[src/rtl/sr_pkg.sv]
// Shared opcode and FSM state definitions for the SR flag arbiter slice.
package sr_pkg;

  localparam logic [1:0] OP_NOP = 2'b00;
  localparam logic [1:0] OP_CLR = 2'b01;
  localparam logic [1:0] OP_SET = 2'b10;
  localparam logic [1:0] OP_TGL = 2'b11;

  typedef enum logic [0:0] {
    IDLE  = 1'b0,
    DRIVE = 1'b1
  } state_t;

endpackage

[src/rtl/sr_cell.sv]
// Single SR flag flip-flop; the arbiter guarantees s and r are never both high.
module sr_cell (
  input  logic s,
  input  logic r,
  input  logic clk,
  input  logic rst,
  output logic q
);

  logic q_r;

  // Flag storage: set dominates the encoding only nominally, since s=r=1 never arrives.
  always_ff @(posedge clk or posedge rst) begin
    if (rst) begin
      q_r <= 1'b0;
    end else if (s) begin
      q_r <= 1'b1;
    end else if (r) begin
      q_r <= 1'b0;
    end else begin
      q_r <= q_r;
    end
  end

  assign q = q_r;

endmodule

[src/rtl/sr_flag_arbiter_chk.sv]
// Invariant checker for the S/R pulse vectors driven into the flag bank.
module sr_flag_arbiter_chk #(
  parameter int NFLAGS = 6
) (
  input logic              clk,
  input logic              rst,
  input logic              busy,
  input logic [NFLAGS-1:0] s_vec,
  input logic [NFLAGS-1:0] r_vec
);

  a_no_sr_overlap: assert property (@(posedge clk) disable iff (rst) (s_vec & r_vec) == '0)
    else $error("s_vec and r_vec overlap");

  a_one_pulse: assert property (@(posedge clk) disable iff (rst) $countones(s_vec | r_vec) <= 1)
    else $error("more than one S/R pulse");

  a_quiet_idle: assert property (@(posedge clk) disable iff (rst) !busy |-> (s_vec | r_vec) == '0)
    else $error("S/R pulse outside DRIVE");

endmodule

[src/rtl/sr_flag_arbiter.sv]
// Round-robin command front-end: serialises set/clear/toggle commands from
// several requesters into one-cycle S/R pulses for a bank of sr_cell flags.
module sr_flag_arbiter #(
  parameter int NREQ   = 4,
  parameter int NFLAGS = 6,
  parameter int IDXW   = 3,
  parameter int RIDW   = 2
) (
  input  logic                 clk,
  input  logic                 rst,
  input  logic [NREQ-1:0]      req_valid,
  input  logic [2*NREQ-1:0]    req_op,
  input  logic [IDXW*NREQ-1:0] req_idx,
  output logic [NREQ-1:0]      req_ready,
  output logic [NFLAGS-1:0]    flags,
  output logic [NFLAGS-1:0]    s_vec,
  output logic [NFLAGS-1:0]    r_vec,
  output logic                 busy,
  output logic [RIDW-1:0]      grant_id,
  output logic                 idx_err
);

  import sr_pkg::*;

  state_t              state_r;
  logic [RIDW-1:0]     rr_ptr_r;
  logic [RIDW-1:0]     grant_id_r;
  logic                busy_r;
  logic                idx_err_r;
  logic [NFLAGS-1:0]   s_vec_r;
  logic [NFLAGS-1:0]   r_vec_r;
  logic [NFLAGS-1:0]   flags_s;

  logic [RIDW:0]       pick_s;
  logic                pick_found_s;
  logic [RIDW-1:0]     pick_id_s;
  logic [1:0]          pick_op_s;
  logic [IDXW-1:0]     pick_idx_s;
  logic [NFLAGS-1:0]   set_s;
  logic [NFLAGS-1:0]   clr_s;
  logic                idx_bad_s;

  // Returns {found, id}: first valid requester at or after ptr, with wrap-around.
  function automatic logic [RIDW:0] rr_pick(input logic [NREQ-1:0] v, input logic [RIDW-1:0] ptr);
    logic [RIDW:0] res;
    int            c;
    res = '0;
    for (int k = NREQ - 1; k >= 0; k--) begin
      c = (int'(ptr) + k) % NREQ;
      if (v[c]) begin
        res = {1'b1, RIDW'(c)};
      end else begin
        res = res;
      end
    end
    return res;
  endfunction

  function automatic logic [RIDW-1:0] next_ptr(input logic [RIDW-1:0] id);
    return (id == RIDW'(NREQ - 1)) ? RIDW'(0) : id + RIDW'(1);
  endfunction

  // Arbitration winner and its command fields.
  always_comb begin
    pick_s       = rr_pick(req_valid, rr_ptr_r);
    pick_found_s = pick_s[RIDW];
    pick_id_s    = pick_s[RIDW-1:0];
    pick_op_s    = req_op[{pick_id_s, 1'b0} +: 2];
    pick_idx_s   = req_idx[int'(pick_id_s) * IDXW +: IDXW];
  end

  // Ready is only offered in IDLE and is forced low while reset is held.
  always_comb begin
    req_ready = '0;
    if (!rst && state_r == IDLE && pick_found_s) begin
      req_ready[pick_id_s] = 1'b1;
    end else begin
      req_ready = '0;
    end
  end

  // Decode the winning command against the current flags into a one-hot S or R.
  // Flags cannot change during IDLE, so resolving a toggle here matches DRIVE.
  always_comb begin
    set_s     = '0;
    clr_s     = '0;
    idx_bad_s = ({1'b0, pick_idx_s} >= (IDXW + 1)'(NFLAGS));
    for (int f = 0; f < NFLAGS; f++) begin
      case ({pick_idx_s == IDXW'(f), pick_op_s})
        {1'b1, OP_SET}: set_s[f] = 1'b1;
        {1'b1, OP_CLR}: clr_s[f] = 1'b1;
        {1'b1, OP_TGL}: begin
          set_s[f] = ~flags_s[f];
          clr_s[f] = flags_s[f];
        end
        default: begin
          set_s[f] = 1'b0;
          clr_s[f] = 1'b0;
        end
      endcase
    end
  end

  // Two-state controller; all outputs are registered on the handshake edge.
  always_ff @(posedge clk or posedge rst) begin
    if (rst) begin
      state_r    <= IDLE;
      rr_ptr_r   <= '0;
      grant_id_r <= '0;
      busy_r     <= 1'b0;
      idx_err_r  <= 1'b0;
      s_vec_r    <= '0;
      r_vec_r    <= '0;
    end else begin
      case (state_r)
        IDLE: begin
          if (pick_found_s) begin
            state_r    <= DRIVE;
            rr_ptr_r   <= next_ptr(pick_id_s);
            grant_id_r <= pick_id_s;
            busy_r     <= 1'b1;
            idx_err_r  <= idx_bad_s;
            s_vec_r    <= set_s;
            r_vec_r    <= clr_s;
          end else begin
            state_r    <= IDLE;
            busy_r     <= 1'b0;
            idx_err_r  <= 1'b0;
            s_vec_r    <= '0;
            r_vec_r    <= '0;
          end
        end
        DRIVE: begin
          state_r   <= IDLE;
          busy_r    <= 1'b0;
          idx_err_r <= 1'b0;
          s_vec_r   <= '0;
          r_vec_r   <= '0;
        end
        default: begin
          state_r   <= IDLE;
          busy_r    <= 1'b0;
          idx_err_r <= 1'b0;
          s_vec_r   <= '0;
          r_vec_r   <= '0;
        end
      endcase
    end
  end

  for (genvar g = 0; g < NFLAGS; g++) begin : g_cell
    sr_cell u_cell (
      .s   (s_vec_r[g]),
      .r   (r_vec_r[g]),
      .clk (clk),
      .rst (rst),
      .q   (flags_s[g])
    );
  end

  sr_flag_arbiter_chk #(.NFLAGS(NFLAGS)) u_chk (
    .clk   (clk),
    .rst   (rst),
    .busy  (busy_r),
    .s_vec (s_vec_r),
    .r_vec (r_vec_r)
  );

  assign flags    = flags_s;
  assign s_vec    = s_vec_r;
  assign r_vec    = r_vec_r;
  assign busy     = busy_r;
  assign grant_id = grant_id_r;
  assign idx_err  = idx_err_r;

endmodule

[config.mk]
export PLATFORM = sky130hd
export DESIGN_NAME = sr_flag_arbiter
export DESIGN_NICKNAME = d
export VERILOG_FILES = /design/src/rtl/sr_pkg.sv /design/src/rtl/sr_cell.sv /design/src/rtl/sr_flag_arbiter_chk.sv /design/src/rtl/sr_flag_arbiter.sv
export SDC_FILE = /design/constraint.sdc
export NUM_CORES = 1
export LEC_CHECK = 0
export BUFFER_PORTS_ARGS = -buffer_cell sky130_fd_sc_hd__buf_2
export CORE_MARGIN = 2
export CORE_UTILIZATION = 48
export DETAILED_ROUTE_END_ITERATION = 10
export GPL_TIMING_DRIVEN = 1
export MAX_ROUTING_LAYER = met4
export PLACE_DENSITY = 0.78
export SLEW_MARGIN = 20
export SYNTH_ARGS = -nofsm -noshare
export SYNTH_HDL_FRONTEND = slang
export SYNTH_SLANG_ARGS = --single-unit
[constraint.sdc]
create_clock -name clk -period 2.45 [get_ports clk]
set_input_delay 0.1225 -clock clk [delete_from_list [all_inputs] [get_ports clk]]
set_output_delay 0.1225 -clock clk [all_outputs]
set_load 0.03 [all_outputs]
== Word-level counts from Yosys, hierarchy flattened ==
Cells that the tools add are included.
W data, S select, Z words.

* Bits of input ports: 26
* Output and inout port bits: 26
* Register bits: 24
* Word-level logic and storage cells: 126

* Equality and inequality tests: 24
* Shift operators: 2
* Bitwise operators: 10
* Reductions and logical operators: 15
* Multipliers: 1
* Order comparisons: 7
* Muxes and demuxes: 51
* Add/sub/neg operators: 4

{| class="wikitable"
|+ Operator list
! operator !! count
|-
| $eq A3 B3 Y1 const B || 20
|-
| $pmux W1 S2 || 14
|-
| $pmux W6 S2 || 2
|-
| $mux W1 || 22
|-
| $lt A3 B4 Y1 const B || 3
|-
| $mux W3 || 4
|-
| $mux W6 || 2
|-
| $reduce_bool A2 Y1 || 6
|-
| $shiftx A12 B5 Y3 || 1
|-
| $bmux W1 S2 || 4
|-
| $shiftx A8 B4 Y2 || 1
|-
| $not A1 Y1 || 7
|-
| $eq A3 B2 Y1 const B || 2
|-
| $lt A2 B3 Y1 const B || 2
|-
| $reduce_or A2 Y1 || 3
|-
| $add A2 B1 Y2 const B || 2
|-
| $add A2 B2 Y2 const B || 2
|-
| $mul A2 B2 Y4 const B || 1
|-
| $mux W4 || 1
|-
| $and A1 B1 Y1 const A || 3
|-
| $eq A3 B1 Y1 const B || 1
|-
| $ge A3 B3 Y1 const B || 1
|-
| $logic_and A1 B1 Y1 || 3
|-
| $logic_not A3 Y1 || 1
|-
| other kinds (6) || 6
|}

== Depth between registers and ports, before layout ==
* Word-level depth: 17
* Depth in mapped cells: 8
* Mapped depth without buffers: 7

== By module ==
From an unflattened synthesis, not the netlist that was laid out.

* Cells, all modules: 135
* Area total of the unflattened synthesis: 1,418.9 sq um

{| class="wikitable"
|+ Modules (own cells, without submodules)
! module !! area an instance (sq um) !! seq. area each (sq um) !! cells each !! instances
|-
| sr_flag_arbiter || 1,178.6 || 450.4 || 111 || 1
|-
| sr_cell || 40.0 || 25.0 || 4 || 6
|}

== Worst setup path before layout ==
OpenSTA, ideal clock, no wires.

* Path kind: register -> register
* Start: register rr_ptr_r[0]
* End: register r_vec_r[5] (netlist: r_vec[5])
* Required time: 2.370 ns
* Path slack: 0.424 ns
* Buffers on the path: 0
* Arrival time: 1.945 ns
* Cell stages (with the launch flop): 8
* Setup time: 0.080 ns
* Clock period less this slack: 2.026 ns
* Path through: dfrtp_1 nor2b_1 a211o_1 a21oi_4 mux2_2 o22ai_1 nand2_1 nor3_2

* Cells in the longest elaborated chain, start to end: 15
* Elaborated cells on any way between the ends: 27
* Those cells by class: 3 x add/sub; 1 x mul; 3 x eq/ne; 2 x shift; 18 x mux

{| class="wikitable"
|+ Ends and longest elaborated chain
! item !! line !! text
|-
| start, declared || sr_flag_arbiter.sv:26 || <nowiki>logic [RIDW-1:0] rr_ptr_r;</nowiki>
|-
| start signal, assigned || sr_flag_arbiter.sv:119 || <nowiki>rr_ptr_r <= next_ptr(pick_id_s);</nowiki>
|-
| $add A2 B2 Y2 || sr_flag_arbiter.sv:49 || <nowiki>c = (int'(ptr) + k) % NREQ;</nowiki>
|-
| $bmux W1 S2 || sr_flag_arbiter.sv:50 || <nowiki>if (v[c]) begin</nowiki>
|-
| $mux W1 (implied by the code) (2 in series) || sr_flag_arbiter.sv:50 ||
|-
| $mux W3 (3 in series) || sr_flag_arbiter.sv:50 ||
|-
| $mux W3 (*) || sr_flag_arbiter.sv:50 ||
|-
| $mul A2 B2 Y4 || sr_flag_arbiter.sv:69 || <nowiki>pick_idx_s = req_idx[int'(pick_id_s) * IDXW +: IDXW];</nowiki>
|-
| $shiftx A12 B5 Y3 || sr_flag_arbiter.sv:69 ||
|-
| $eq A3 B3 Y1 (2 in series) || sr_flag_arbiter.sv:89 || <nowiki>case ({pick_idx_s == IDXW'(f), pick_op_s})</nowiki>
|-
| $pmux W1 S2 || sr_flag_arbiter.sv:89 ||
|-
| $mux W6 (*) || sr_flag_arbiter.sv:117 || <nowiki>if (pick_found_s) begin</nowiki>
|-
| $pmux W6 S2 (*) || sr_flag_arbiter.sv:115 || <nowiki>case (state_r)</nowiki>
|-
| end signal, assigned || sr_flag_arbiter.sv:124 || <nowiki>r_vec_r <= clr_s;</nowiki>
|-
| end, declared || sr_flag_arbiter.sv:31 || <nowiki>logic [NFLAGS-1:0] r_vec_r;</nowiki>
|}

Mark *: on every way between the ends. The rest lies on a longest branch, timed or not. The select of a mux whose other input is x is not followed.
A chain may end at the register's enable or synchronous reset.

== Worst setup path after layout ==
* Start: register rr_ptr_r[0]
* End: output port req_ready[0]

* Cells in the longest elaborated chain, start to end: 13
* Elaborated cells on any way between the ends: 25
* Those cells by class: 3 x add/sub; 2 x order compare; 18 x mux; 2 x reduce/logical

{| class="wikitable"
|+ Ends and longest elaborated chain
! item !! line !! text
|-
| $add A2 B2 Y2 || sr_flag_arbiter.sv:49 ||
|-
| $bmux W1 S2 || sr_flag_arbiter.sv:50 ||
|-
| $mux W1 (implied by the code) (2 in series) || sr_flag_arbiter.sv:50 ||
|-
| $mux W3 (3 in series) || sr_flag_arbiter.sv:50 ||
|-
| $mux W3 (*) || sr_flag_arbiter.sv:50 ||
|-
| $lt A2 B3 Y1 (implied by the code) or $ge A2 B1 Y1 (tied branches) || sr_flag_arbiter.sv:76 || <nowiki>req_ready[pick_id_s] = 1'b1;</nowiki>
|-
| $logic_and A1 B1 Y1 (implied by the code) || sr_flag_arbiter.sv:76 ||
|-
| $mux W1 (implied by the code) || sr_flag_arbiter.sv:76 ||
|-
| $demux W1 S2 || sr_flag_arbiter.sv:76 ||
|-
| $mux W4 (*) || sr_flag_arbiter.sv:75 || <nowiki>if (!rst && state_r == IDLE && pick_found_s) begin</nowiki>
|-
| end, declared || sr_flag_arbiter.sv:14 || <nowiki>output logic [NREQ-1:0] req_ready,</nowiki>
|}

Marked as above.

==> impl.org <==
** Status
- Run status :: finished clean

** Clocking
- Clock latency on the worst-skew pair, taken at its later pin, is 320 ps.
- Clk pin slew, worst setup/hold paths :: 130 ps
- For this design, the sink count on the clock tree is 24.
- Deepest level of the CTS H-tree :: 1
- Cts bufs inserted :: 3
- In this run the deepest clock path goes through 2 buffers.
- Post-CTS timing repair inserted 0 buffers for setup.
- TritonCTS built the clock tree.
- Root buffer cell :: sky130_fd_sc_hd__clkbuf_4

** Logic synthesis
- Area fraction in compound gates after synthesis :: 0.1768
- In this run, distinct cell masters in the synthesized netlist total 35.
- Synthesis produced 139 cells.
- Share of the yosys chip area belonging to registers :: 0.4244
- Counting every net in the synthesized netlist gives 169.
- Adder-cell area share of the yosys netlist :: 0.03537
- Post-Syn Area per Cell :: 10.18 µm²
- Of the total synthesized cell area, the portion taken by AND, OR, NAND and NOR gates is 0.1618.
- XOR/XNOR Fraction of Synth Area :: 0
- In this run, synthesis produced a sequential element count of 24.
- The portion of synthesized area spent on multiplexers is 0.06012.
- Count of yosys warnings during synthesis :: 0
- Dominant combinational cell family by area after synthesis :: compound AO/OA/AOI/OAI gates
- Area of the mapped netlist :: 0.001415 mm²

** Floorplan
- Number of top-level design ports :: 52
- Horizontal die dimension :: 58.30 µm
- In this run the core area contains 19 standard-cell rows.
- Area of the core :: 0.002781 mm²
- The floorplan step set the die height to 58.30 µm.
- The die covers 0.003398 mm².
- For this configuration, the core starts out at a cell density of 0.5088.

** Drt
- The first routing iteration left 35 violations.
- After detailed routing, the number of vias per cell comes to 5.319.
- Residual DRC count :: 0
- Final ANT Viol Nets :: 0
- Mean routed wirelength per cell :: 13.99 µm
- Pre-Repair DR Iteration Count :: 4
- Total wire length :: 2896 µm
- Overall via count from detail_route :: 1101

** Global route
- Number of global-route vias before repair :: 1065
- Combined global-route utilization of all metal layers :: 0.1902
- After global routing the overflow that remains totals 0.
- The first global-routing pass estimated 4761 µm of wire.
- Entering global routing, the biggest net connects 29 pins.
- The initial antenna violation count is 0.

** STA
- Total Neg Setup Slack :: 0 ps
- Setup skew after layout :: 5.684 ps
- Final-report hold violation count :: 0
- Worst slew pin tran :: 671.6 ps
- Dividing the final minimum period by the clock period gives 0.9379.
- Setup repair after global routing left no endpoint under its margin.
- Derived from the worst setup path, the maximum achievable clock frequency is 0.4352 GHz.
- Headroom to the max-slew limit came out at 0.5506.
- The final count of pins violating max slew came to 0.
- The worst path in the final design needs a cycle of 2298 ps, including I/O delays and setup.
- Setup Viol. Count Final :: 0

** Setup path
- Register-to-register path setup slack :: 170 ps
- Maximum fanout count along the critical path :: 15
- Crit Path Class :: flip-flop to primary output
- Reg2reg path depth :: 7
- Together, buffers and inverters on the worst path number 3.
- Type of element launching the critical path :: flip-flop
- The signal on the critical path passes through nor2b_1, a211o_1, a21oi_4, buf_6, inv_1, ha_1, and3_1, buf_2.
- CP max-delay cell :: sky130_fd_sc_hd__dfrtp_1
- The largest single stage delay on the critical path is 410 ps.
- The most critical setup path has its endpoint at req_ready[0].
- CP Data Required Time :: 2330 ps
- Worst setup path start :: rr_ptr_r[0]
- Worst flop-to-flop path endpoint :: r_vec[0]
- Origin of the critical flop-to-flop path :: rr_ptr_r[0]
- STA classifies the critical path endpoint as a primary output.
- Counting buffers and inverters, the worst setup path is 8 cells deep.
- Data on the critical path arrives at its endpoint at 2180 ps.
- The cell family contributing the most delay on the critical path is compound AO/OA/AOI/OAI gates.

** Pwr
- For this design the total switching power over the nets is 0.0008438 W.
- Maximum resistive drop on vdd :: 0.5986 mV
- Total power for the finished layout comes to 0.001832 W.
- Of the total power, the share spent switching nets is 0.4605.
- Clock power share :: 0.115
- The internal power of the cells totals 0.0009885 W.
- Power spread over the standard cell area amounts to 1130 mW/mm².
- Sequential Power Share :: 0.334
- Of the total power, combinational logic draws 0.551.
- Leak pwr :: 0.8839 nW

** Placed design
- Number of placed instances, taps included :: 202
- Number of buffer cells added on primary ports :: 51
- Routability-driven placement congestion ratio :: 0.8010
- HPWL after detailed placement :: 2263 µm

** Cells and area
- Excluding fillers, the count of instances in the completed layout stands at 207.
- Net total in the final layout :: 207
- The number of antenna diodes in the final layout is 0.
- In the final layout, the share of cells above drive strength 1 is 0.3977.
- Compared with the post-synthesis result, the final layout area differs by 14.59%.

** Min path
- The min-delay analysis places its worst path in the category primary input to flip-flop.

** Flow run
- Across the run, the number of max-cap violations was 0.
==> metal layers <==
layer,vias up,share of wire,global-route usage
met5,-,0,-
li1,531,-,-
met4,0,0.033,0.09635
met1,512,0.43,0.2193
met2,44,0.49,0.3178
met3,14,0.050,0.03297
==> cell usage in the layout (no fill, tap or decap), types with 5 or more instances in the layout <==
cell and instances:
sky130_fd_sc_hd__dfrtp_1 24, sky130_fd_sc_hd__nor2_1 11, sky130_fd_sc_hd__a21oi_1 6, sky130_fd_sc_hd__inv_1 12, sky130_fd_sc_hd__a211oi_1 5, sky130_fd_sc_hd__a21o_1 7
sky130_fd_sc_hd__buf_2 51, sky130_fd_sc_hd__nand2b_1 6
==> final cells by class <==
type | count | area (µm²)
Inverter | 12 | 45.04
Tap cell | 31 | 38.79
Multi-Input combinational cell | 82 | 616.8
Clock buffer | 4 | 36.28
Sequential cell | 24 | 600.6
Fill cell | 254 | 1160
Timing Repair Buffer | 54 | 284.0
==> power groups by stage <==
stage | Clock, W | Combinational (W) | Sequential (W)
4_1_cts | 0.000214 | 0.00101 | 0.000614
6_report | 0.000211 | 0.00101 | 0.000612
3_5_place_dp | 0 | 0.00100 | 0.000621
2_1_floorplan | 0 | 0.000838 | 0.000642
5_1_grt | 0.000231 | 0.00109 | 0.000632
3_3_place_gp | 0 | 0.000971 | 0.000608
==> synth_stat cells (all sizes together) <==
master  instances  area [µm²]
a22oi           2       28.78
mux2i           4       40.04
a22o            3       35.04
a21o            7       52.55
nand2           4       15.01
clkbuf          1       3.750
nor3b           2       15.01
nor2b           2       12.51
a211oi          6       50.05
ha              4       50.05
a21oi           7       46.30
and3            4       25.02
a211o           1       8.760
or2             2       12.51
dfrtp          24       600.6
o221ai          1       8.760
nor4            1       6.260
buf            20       151.4
o21ai           1       5.000
inv            12       45.04
nor3            5       30.03
mux2            4       45.04
nand2b          8       65.07
o22ai           1       6.260
o22a            1       8.760
and2            1       6.260
nor2           11       41.29
==> worst min-delay path: stages <==
cell	delay [ps]
sky130_fd_sc_hd__buf_2	100
sky130_fd_sc_hd__nor4_1	80
sky130_fd_sc_hd__o21ai_0	170
sky130_fd_sc_hd__nand2_1	50
==> per-stage QoR <==
| stage | area (µm²) | utilization | hold slack (ps) | setup WS [ps] |
|---|---|---|---|---|
| 6_report | 1622 | 0.5830 | 220.0 | 152.2 |
| 5_1_grt | 1622 | 0.5830 | 254.4 | 39.01 |
| 4_1_cts | 1615 | 0.5807 | 211.6 | 7.806 |
| 3_5_place_dp | 1569 | 0.5641 | 191.7 | 185.2 |
| 3_3_place_gp | 1569 | 0.5641 | 184.4 | 299.1 |
| 2_1_floorplan | 1415 | - | 158.3 | 424.5 |
==> repair_timing <==
| item | 4_1_cts | 5_1_grt |
|---|---|---|
| resized for setup | 0 | 3 |
| hold buffers | 1 | 0 |
| setup endpoints to repair | 0 | 5 |
| endpoints found under the hold margin | 24 | 0 |
==> logic make-up (layout without fill, tap and decap cells) <==
family	count (synthesis)	after routing
adder cells (fa/ha/maj)	4	4
multiplexers	8	8
AO/OA/AOI/OAI	30	30
flip-flops	24	24
buffers and inverters	33	70
AND/OR/NAND/NOR	40	40
==> registers in the layout (all words and copies together), names as in the netlist <==
register	count
s_vec	6
g_cell.u_cell.q	6
r_vec	6
grant_id	2
rr_ptr_r	2
busy	1
idx_err	1
==> how the worst min path moves through the flow <==
stage | startpoint | to | slack [ps] | depth (start not counted)
after CTS | req_valid[2] | grant_id[1] | 210 | 4
after global placement | rst | grant_id[1] | 180 | 3
after global routing | req_valid[2] | grant_id[1] | 250 | 4
final | req_valid[2] | grant_id[1] | 220 | 4
after floorplan | rst | busy | 160 | 1
after detailed placement | rst | idx_err | 190 | 3
No activity file was read; power rests on OpenSTA's default activity.
